$ cat config.mk
export PLATFORM = sky130hd
export DESIGN_NAME = aes_key_expand
export DESIGN_NICKNAME = d
export VERILOG_FILES = /design/src/rtl/aes_key_expand.sv
export SDC_FILE = /design/constraint.sdc
export NUM_CORES = 1
export LEC_CHECK = 0
export ABC_AREA = 1
export BUFFER_PORTS_ARGS = -buffer_cell sky130_fd_sc_hd__buf_2
export CORE_MARGIN = 1.5
export CORE_UTILIZATION = 49
export CTS_CLUSTER_DIAMETER = 60
export DETAILED_ROUTE_END_ITERATION = 16
export PLACE_DENSITY = 0.81
export SLEW_MARGIN = 20
export SYNTH_ARGS = -nofsm -noshare
export SYNTH_HDL_FRONTEND = slang
export SYNTH_SLANG_ARGS = --single-unit
$ cat constraint.sdc
create_clock -name i_clk -period 1.9 [get_ports i_clk]
set_clock_uncertainty 0.05 [all_clocks]
set_input_delay 0.38 -clock i_clk [delete_from_list [all_inputs] [get_ports i_clk]]
set_output_delay 0.38 -clock i_clk [all_outputs]
set_load 0.03 [all_outputs]
$ cat src/rtl/aes_key_expand.sv
// AES-128 key schedule: expands a cipher key into 11 round keys, borrowing SubWord from an
// external responder over a four-phase req/ack handshake.
`timescale 1ns/1ps

module aes_key_expand #(
    parameter int unsigned ROUNDS = 10
) (
    input  logic         i_clk,
    input  logic         i_rst,
    input  logic         i_start,
    input  logic [127:0] i_key_in,
    output logic         o_busy,
    output logic         o_done,
    output logic         o_rk_valid,
    output logic [3:0]   o_rk_idx,
    output logic [127:0] o_rk_data,
    output logic         o_sw_req,
    output logic [31:0]  o_sw_word,
    input  logic [31:0]  i_sw_result,
    input  logic         i_sw_ack
);

    localparam logic [3:0] LAST_ROUND = 4'(ROUNDS);

    typedef enum logic [2:0] {
        StIdle,
        StLoad,
        StReq,
        StRel,
        StDone
    } state_e;

    state_e       r_state;
    state_e       w_state_nxt;
    logic [127:0] r_key;
    logic [127:0] w_key_nxt;
    logic [3:0]   r_round;
    logic [3:0]   w_round_nxt;
    logic [7:0]   r_rcon;
    logic [7:0]   w_rcon_nxt;
    logic         r_rk_valid;
    logic         w_rk_valid_nxt;

    logic [31:0]  w_rot;
    logic [31:0]  w_t;
    logic [31:0]  w_n0;
    logic [31:0]  w_n1;
    logic [31:0]  w_n2;
    logic [31:0]  w_n3;
    logic [7:0]   w_xtime;

    // w3 is the least significant word of the key register.
    assign w_rot   = {r_key[23:0], r_key[31:24]};
    assign w_t     = i_sw_result ^ {r_rcon, 24'h0};
    assign w_n0    = r_key[127:96] ^ w_t;
    assign w_n1    = r_key[95:64] ^ w_n0;
    assign w_n2    = r_key[63:32] ^ w_n1;
    assign w_n3    = r_key[31:0] ^ w_n2;
    assign w_xtime = {r_rcon[6:0], 1'b0} ^ (r_rcon[7] ? 8'h1b : 8'h00);

    always_comb begin
        w_state_nxt    = r_state;
        w_key_nxt      = r_key;
        w_round_nxt    = r_round;
        w_rcon_nxt     = r_rcon;
        w_rk_valid_nxt = 1'b0;
        case (r_state)
            StIdle: begin
                // A stale ack from a previous requester must drain before a new run starts.
                if (i_start && !i_sw_ack) begin
                    w_key_nxt      = i_key_in;
                    w_round_nxt    = 4'd0;
                    w_rcon_nxt     = 8'h01;
                    w_rk_valid_nxt = 1'b1;
                    w_state_nxt    = StLoad;
                end
            end
            StLoad: begin
                w_state_nxt = StReq;
            end
            StReq: begin
                if (i_sw_ack) begin
                    w_key_nxt      = {w_n0, w_n1, w_n2, w_n3};
                    w_rcon_nxt     = w_xtime;
                    w_round_nxt    = r_round + 4'd1;
                    w_rk_valid_nxt = 1'b1;
                    w_state_nxt    = StRel;
                end
            end
            StRel: begin
                if (!i_sw_ack) begin
                    w_state_nxt = (r_round == LAST_ROUND) ? StDone : StReq;
                end
            end
            StDone: begin
                w_state_nxt = StIdle;
            end
            default: begin
                w_state_nxt = StIdle;
            end
        endcase
    end

    always_ff @(posedge i_clk) begin
        if (i_rst) begin
            r_state    <= StIdle;
            r_key      <= '0;
            r_round    <= '0;
            r_rcon     <= 8'h01;
            r_rk_valid <= 1'b0;
        end else begin
            r_state    <= w_state_nxt;
            r_key      <= w_key_nxt;
            r_round    <= w_round_nxt;
            r_rcon     <= w_rcon_nxt;
            r_rk_valid <= w_rk_valid_nxt;
        end
    end

    assign o_busy     = (r_state == StLoad) || (r_state == StReq) || (r_state == StRel);
    assign o_done     = (r_state == StDone);
    assign o_rk_valid = r_rk_valid;
    assign o_rk_idx   = r_round;
    assign o_rk_data  = r_key;
    assign o_sw_req   = (r_state == StReq);
    assign o_sw_word  = (r_state == StReq) ? w_rot : 32'h0;

endmodule

# Word-level counts from Yosys, hierarchy flattened
# Cells that the tools add are included.
[op_classes]
n_eq_ne = 8
muxes = 19
reduce_logical = 8
shift = 0
add_sub_neg = 1
order_cmp = 0
mul = 0
div_mod_pow = 0
bitwise = 6
[op_table]
columns = ["op", "n"]
rows = [
  ["128-bit two-way mux", 2],
  ["128-bit case mux with 2 select lines", 1],
  ["32-bit bitwise XOR", 5],
  ["32-bit two-way mux", 1],
  ["8-bit two-way mux", 2],
  ["8-bit case mux with 2 select lines", 1],
  ["3-bit two-way mux", 4],
  ["3-bit case mux with 4 select lines", 1],
  ["4-bit two-way mux", 2],
  ["4-bit case mux with 2 select lines", 1],
  ["8-bit by 5-bit bitwise XOR with 8-bit output", 1],
  ["3-bit by 2-bit equality test with 1-bit output (second input constant)", 2],
  ["3-bit AND reduction", 2],
  ["5-bit two-way mux", 1],
  ["4-bit by 1-bit adder with 4-bit output (second input constant)", 1],
  ["4-bit equality test (second input constant)", 1],
  ["2-bit != test (second input constant)", 2],
  ["3-bit by 1-bit equality test with 1-bit output (second input constant)", 1],
  ["3-bit equality test (second input constant)", 1],
  ["3-bit zero test", 1],
  ["1-bit logical OR", 2],
  ["1-bit two-way mux", 2],
  ["2-bit by 1-bit != test with 1-bit output (second input constant)", 1],
  ["1-bit case mux with 2 select lines", 1],
  ["3 further kinds", 3],
]
[totals]
wordCells = 47
mem_bits_ro = 0
memories = 0
inputBits = 164
ramBits = 0
register_bits = 144
latch_bits = 0
output_inout_bits = 168

# Depth between registers and ports, before layout
# Gate-level depths: netlist of the first run.
[depth]
word_depth = 7
ltp_mapped = 12
depth_no_buf = 12

# Least setup slack after synthesis of the first run
# Ideal clock, no wire load.
[synth_path]
path_type = "register to output"
startpoint = "register r_state[2]"
endpoint = "output port o_sw_word[0]"
arrival_ps = 1365
stages_incl_launch_ff = 6
path_buffers = 2
slack_ps = 105
required_ps = 1470
cell_sequence = "dfxtp_1 > nor2_2 > nand2_2 > buf_2 > buf_1 > nor2_1"
[synth_via]
elab_chain_cells = 2
[synth_rtl]
columns = ["element", "line_no", "source"]
rows = [
  ["from (decl)", "33", "state_e r_state;"],
  ["from (signal assigned)", "106", "r_state <= StIdle;"],
  ["from (signal assigned)", "112", "r_state <= w_state_nxt;"],
  ["3-bit by 2-bit equality test with 1-bit output", "126", "assign o_sw_word = (r_state == StReq) ? w_rot : 32'h0;"],
  ["32-bit two-way mux", "126", ""],
  ["to (decl)", "18", "output logic [31:0] o_sw_word,"],
]
# Every way passes these cells.

# Worst setup path in the final report of the first run
[layout_path]
startpoint = "register r_state[0]"
endpoint = "output port o_sw_word[30]"
# The elaborated chain is that of the path after synthesis.

==> results.md, run 1 <==
* Site Rows at 47
* Final Wtd Congestion at 0.914
* Post-Synth Simple-Gate Area at 31.8%
* Outcome: finished, violations left
* Failing checks: negative setup slack
* Die Wd at 133 µm
* Core footprint at 16500 µm²
* CTS Buffer Depth at 2
* Multiplexer share of the synthesized area at 0%
* Fin. max-slew vios at 0
* Adder-cell share of the synthesized area at 0.303%
* Overall routing resource usage at 32.2%
* Number of fill cells at 1402
* WP data arrival at 1.55 ns
* Top FF cell, synth: dfxtp_1
* Main combinational cell family by area after synthesis: simple AND/OR/NAND/NOR gates
* Relative slew slack at 73.5%
* Number of CTS-inserted buffers at 17
* Fin Setup TNS at -1.14 ns
* Worst setup margin at -0.0814 ns
* Finished Cell Area at 11500 µm²
* Syn avg cell area at 6.41 µm²
* Routed WL at 29600 µm
* Crit Path Class: register to output pin
* Area of the mapped netlist at 8250 µm²
* Sequential area share after synthesis at 34.9%
* Yosys warns at 0
* Yosys cell types at 34
* Vias in the first global route at 9273
* Pwr Density at 976 nW/µm²
* Max Fclk at 505 MHz
* Initial antenna violation count at 2
* Cells after Synth at 1288
* Leak at 5.68 nW
* Gr ovfl total at 0
* Area growth syn-to-layout at 39.7%
* DR pass1 iterations at 5
* Sink Count at 144
* DP Area at 10200 µm²
* Port-buffer cells at 331
* Antenna Nets Post-Route at 0
* Vias at 10200
* Vert. Die Dim at 133 µm
* Share of cells above drive strength 1 at 28.2%
* # DRC at 0
* Initial core utilization at 49.9%
* CTS tree: yes
* Setup Viol. Count Final at 28
* HP Class: input port to register
* Synth Area in Compound Gates at 17.4%
* Starting DRT DRC Count at 697
* Clk root buf: clkbuf_16
* Flops & latches, synth at 144
* Fin util at 69.8%
* Total number of H-tree levels at 4
* First-pass GRT wire length at 45600 µm
* Largest net degree at the start of global routing at 74
* Via density at 5.51
* Max-cap violations at 0
* VDD IR-drop max at 0.653 mV
* RSZ-0062 raised after global routing: true
* DIE AREA at 17600 µm²
* NumNets Final at 1778
* EDFF count, synth at 0
* Final-report hold violation count at 0
* CTS clk-pin slew, worst paths at 0.06 ns
* Hold WS at 0.164 ns
* Ys async rst share at 0%
* Crit path required time at 1.47 ns
* CP endpoint kind: output pin
* Post-DP HPWL at 19400 µm
* Syn Nets at 1454
* Drt wl/cell at 16.0 µm
* Worst-margin pin slew at 0.396 ns
* Period Utilization, post-route at 104%
* Critical Path Source Type: register
* Min Tclk post-route at 1.98 ns
* Crit-path max FO at 13
* I/O pin cnt at 332
* Worst skew pair latency at 0.43 ns
* Xor and xnor area share after synthesis at 5.20%
-- final timing paths --
check,start,end,slack [ns],depth (start not counted)
worst min-delay path,i_key_in[96],o_rk_data[96],0.16,3
worst max register to register,r_state[0],o_rk_data[54],0.12,10
worst min register to register,r_rcon[3],r_rcon[3],0.45,2
worst max-delay path,r_state[0],o_sw_word[30],-0.08,5
-- kinds of logic after synthesis --
logic type,Yosys count
simple gates,636
xor+xnor,49
buf+inv,207
compound gates,250
fa+ha+maj,2
flops,144
-- Yosys cell counts (3+ instances only) --
master | count | area (µm²)
nand2_1 | 331 | 1240
inv_1 | 135 | 507
o21ai_0 | 55 | 275
o211ai_1 | 42 | 315
nand3_1 | 83 | 415
buf_1 | 9 | 33.8
buf_2 | 26 | 130
xor2_1 | 24 | 210
clkbuf_2 | 3 | 15.0
a21oi_1 | 100 | 500
a221oi_1 | 5 | 43.8
a221oi_2 | 3 | 45.0
xnor2_1 | 25 | 219
buf_6 | 4 | 45.0
a31oi_1 | 24 | 150
nand4_1 | 32 | 200
dfxtp_1 | 144 | 2880
nor2_1 | 172 | 646
clkbuf_1 | 26 | 97.6
or2_2 | 9 | 56.3
o21ai_1 | 20 | 100
-- report_power, final --
| part | switching [mW] | internal, mW | leakage [nW] |
|---|---|---|---|
| sequential | 0.372 | 3.39 | 1.19 |
| combinational | 2.61 | 1.38 | 4.20 |
| clock | 1.34 | 2.16 | 0.289 |
| total | 4.32 | 6.93 | 5.68 |
-- critical path, cell delays in order, from the launching register on --
cell	delay [ns]
dfxtp_2	0.33
nor2_4	0.17
nand2_8	0.11
buf_16	0.20
nor2_4	0.15
buf_6	0.15
-- repair_timing --
action / CTS / global route
hold buffers: 0 / 0
gates cloned: 5 / 1
gates resized for setup: 112 / 25
endpoints found under the setup margin: 33 / 37
setup buffers: 8 / 1
pin swaps: 2 / 0
-- sequential cells by signal (all words and copies together) (netlist names) --
register / count
o_rk_data: 128
o_rk_idx: 4
o_rk_valid: 1
r_rcon: 8
r_state: 3
-- placed cells by master (no fill, tap or decap), types with 4 or more instances in the layout --
cell	instances
buf_6	32
buf_12	5
nand2_1	331
o21ai_1	20
buf_4	29
or2_2	9
a31oi_1	24
buf_16	5
bufbuf_16	4
nand4_1	32
o21ai_0	55
a221oi_1	5
buf_2	298
xor2_1	24
nor2_4	30
clkbuf_16	18
o211ai_1	42
nor2_1	140
nand3_1	83
a21oi_1	100
xnor2_1	25
inv_1	134
dfxtp_1	141
-- per-stage QoR --
step	total power [mW]	std cells	setup slack, ns
3_3_place_gp	7.32	1798	0.0821
3_5_place_dp	7.39	1798	0.0740
5_1_grt	11.8	1845	-0.125
4_1_cts	11.2	1842	-0.0747
2_1_floorplan	6.28	1288	0.105
6_report	11.2	1845	-0.0814
-- layer usage --
| metal | up-vias | GRT usage [%] | routed length (µm) |
|---|---|---|---|
| met5 | - | 0 | 18 |
| met4 | 2 | 14.8 | 1080 |
| met3 | 96 | 6.78 | 2490 |
| met2 | 544 | 56.2 | 14300 |
| met1 | 4651 | 37.9 | 11700 |
| li1 | 4867 | - | - |
-- layout make-up --
cell class                 instances  area (µm²)  area share [%]
multi-input combinational        937        4770            41.4
sequential                       144        2890            25.0
antenna                            1        2.50          0.0217
timing repair buffer             374        2460            21.4
inverter                         138         520            4.52
clock buffer                      22         474            4.11
tap                              220         275            2.39
clock inverter                     9         131            1.14
Note: power is estimated with default switching activity, not from simulation.
==> inputs of run 2 (changes only) <==
MAX_ROUTING_LAYER = met4   (was default)
==> run 2 against run 1 <==
The flow still finishes with violations (negative setup slack). Die area unchanged. Fmax up 0.42%. Via count down 0.70%. Total power down 1.6%. Core utilization up 0.55 points. Largest cell class unchanged. Largest power group unchanged. Highest routed layer is now met4.
==> results.md, run 2 (synthesis gave the netlist of run 1 again) <==
* Initial core utilization at 49.9% (unchanged)
* CP endpoint kind: output pin (unchanged)
* Relative slew slack at 69.4% (was 73.5%)
* Via density at 5.44 (was 5.51)
* Largest net degree at the start of global routing at 74 (unchanged)
* Switching pwr at 4.26 mW (was 4.32 mW)
* Initial antenna violation count at 1 (was 2)
* Vert. Die Dim at 133 µm (unchanged)
* Post-DP HPWL at 19500 µm (was 19400 µm)
* Hold WS at 0.172 ns (was 0.164 ns)
* Commonest non-fill, non-tap cell in the layout: nand2_1 (unchanged)
* Failing checks: negative setup slack (unchanged)
* Commonest cells after routing, fill and taps aside: 331 x nand2_1, 298 x buf_2, 141 x dfxtp_1 (unchanged)
* Overall routing resource usage at 33.1% (was 32.2%)
* Max-cap violations at 0 (unchanged)
* Number of CTS-inserted buffers at 17 (unchanged)
* VDD IR-drop max at 0.624 mV (was 0.653 mV)
* Site Rows at 47 (unchanged)
* RSZ-0062 raised after global routing: true (unchanged)
* Leak at 5.74 nW (was 5.68 nW)
* Final std cells w/o fill at 1855 (was 1845)
* Vias at 10100 (was 10200)
* Fin. max-slew vios at 0 (unchanged)
* WP data arrival at 1.54 ns (was 1.55 ns)
* CTS Buffer Depth at 2 (unchanged)
* Period Utilization, post-route at 104% (about the same)
* Area growth syn-to-layout at 40.8% (was 39.7%)
* DP Area at 10200 µm² (about the same)
* Pwr Density at 953 nW/µm² (was 976 nW/µm²)
* DIE AREA at 17600 µm² (unchanged)
* Gr ovfl total at 0 (unchanged)
* Min Tclk post-route at 1.97 ns (was 1.98 ns)
* Total number of H-tree levels at 4 (unchanged)
* NumNets Final at 1787 (was 1778)
* Antenna Nets Post-Route at 0 (unchanged)
* Outcome: finished, violations left (unchanged)
* Fin Setup TNS at -1.22 ns (was -1.14 ns)
* R2r setup slk at 0.05 ns (was 0.12 ns)
* Max FFs per register at 128 (unchanged)
* Routed WL at 29400 µm (was 29600 µm)
* Power share of the combinational group at 36.4% (was 35.5%)
* Clk root buf: clkbuf_16 (unchanged)
* CTS tree: yes (unchanged)
* Port-buffer cells at 331 (unchanged)
* Final Wtd Congestion at 0.930 (was 0.914)
* I/O pin cnt at 332 (unchanged)
* Share of cells above drive strength 1 at 28.6% (was 28.2%)
* CTS clk-pin slew, worst paths at 0.06 ns (about the same)
* WHS Path Cells at 3 (unchanged)
* Placed cell count at 1799 (was 1798)
* First-pass GRT wire length at 45600 µm (about the same)
* Hold Crit Start: i_key_in[113] (was i_key_in[96])
* Critical R2R Launch: r_state[2] (was r_state[0])
* Clock network power share at 29.5% (was 31.1%)
* Final-report hold violation count at 0 (unchanged)
* Max Fclk at 507 MHz (was 505 MHz)
* Sink Count at 144 (unchanged)
* Vias in the first global route at 9281 (was 9273)
* Worst skew pair latency at 0.42 ns (was 0.43 ns)
* Starting DRT DRC Count at 669 (was 697)
* Crit path required time at 1.47 ns (about the same)
* Die Wd at 133 µm (unchanged)
* Worst Hold End: o_rk_data[113] (was o_rk_data[96])
* HP Class: input port to register (unchanged)
* # DRC at 0 (unchanged)
* Sequential share of power at 34.0% (was 33.4%)
* Core footprint at 16500 µm² (unchanged)
* Crit-path max FO at 13 (unchanged)
* Int Pwr at 6.81 mW (was 6.93 mW)
* Setup Viol. Count Final at 30 (was 28)
* Critical Path Source Type: register (unchanged)
* Drt wl/cell at 15.9 µm (was 16.0 µm)
* FF-to-FF End: o_rk_data[45] (was o_rk_data[54])
* Worst setup margin at -0.0730 ns (was -0.0814 ns)
* DR pass1 iterations at 6 (was 5)
* Worst-margin pin slew at 0.459 ns (was 0.396 ns)
* R2r worst-path depth at 11 (was 10)
* Crit Path Class: register to output pin (unchanged)
* Finished Cell Area at 11600 µm² (was 11500 µm²)
* Switching part of the total at 38.4% (about the same)
* Fin util at 70.3% (was 69.8%)
==> run 2: cell count changes in the layout (fill, tap and decap cells not counted), sizes merged <==
| cell | before | now |
|---|---|---|
| clkinvlp | 3 | 0 |
| buf | 369 | 377 |
| clkbuf | 23 | 29 |
| clkinv | 3 | 6 |
| bufinv | 3 | 1 |
| inv | 138 | 136 |
==> run 2: repair_timing <==
item / 4_1_cts / 5_1_grt
hold endpoints to repair: 0 / 0
setup endpoints to repair: 33 / 39
buffers inserted: 7 / 9
gates cloned: 5 / 2
resized for setup: 118 / 28
hold buffers: 0 / 0
pin swaps: 2 / 3
==> run 2: area by class of cell <==
| type | count | area, µm² |
|---|---|---|
| antenna | 1 | 2.50 |
| clock buffer | 27 | 523 |
| clock inverter | 5 | 50.0 |
| fill | 1406 | 4910 |
| inverter | 138 | 531 |
| multi-input combinational | 937 | 4790 |
| sequential | 144 | 2890 |
| tap | 220 | 275 |
| timing repair buffer | 383 | 2560 |
==> run 2: routing by layer <==
layer / wire [µm] / share of wire, % / global-route usage, %
met1: 11800 / 40 / 40.0
met2: 14300 / 49 / 54.7
met3: 2480 / 8.4 / 5.40
met4: 848 / 2.9 / 14.2
met5: 0 / 0 / -
==> run 2: critical path: stages (launching register included) <==
cell and delay (ns):
dfxtp_2 0.33, nor2_4 0.18, nand2_8 0.13, buf_12 0.19, nor2_2 0.14, buf_6 0.15
==> run 2: worst max-delay path by stage <==
stage / start / endpoint / depth (start not counted)
after floorplan: r_state[2] / o_sw_word[0] / 5
after global placement: r_state[2] / o_sw_word[12] / 5
after detailed placement: r_state[2] / o_sw_word[12] / 5
after CTS: r_state[0] / o_sw_word[20] / 5
after global routing: r_state[2] / o_sw_word[21] / 5
final: r_state[2] / o_sw_word[23] / 5
==> run 2: power by group through the flow <==
stage	clock network (mW)	logic [mW]	registers, mW
3_5_place_dp	0	3.58	3.81
3_3_place_gp	0	3.52	3.80
6_report	3.27	4.03	3.76
4_1_cts	3.30	3.87	3.75
5_1_grt	3.44	4.37	3.82
2_1_floorplan	0	1.83	4.45
==> run 2: through the flow <==
| step | setup slack (ns) | total power [mW] |
|---|---|---|
| after global placement | 0.0780 | 7.32 |
| final | -0.0730 | 11.1 |
| after detailed placement | 0.0403 | 7.39 |
| after floorplan | 0.105 | 6.28 |
| after global routing | -0.129 | 11.6 |
| after CTS | -0.0855 | 10.9 |
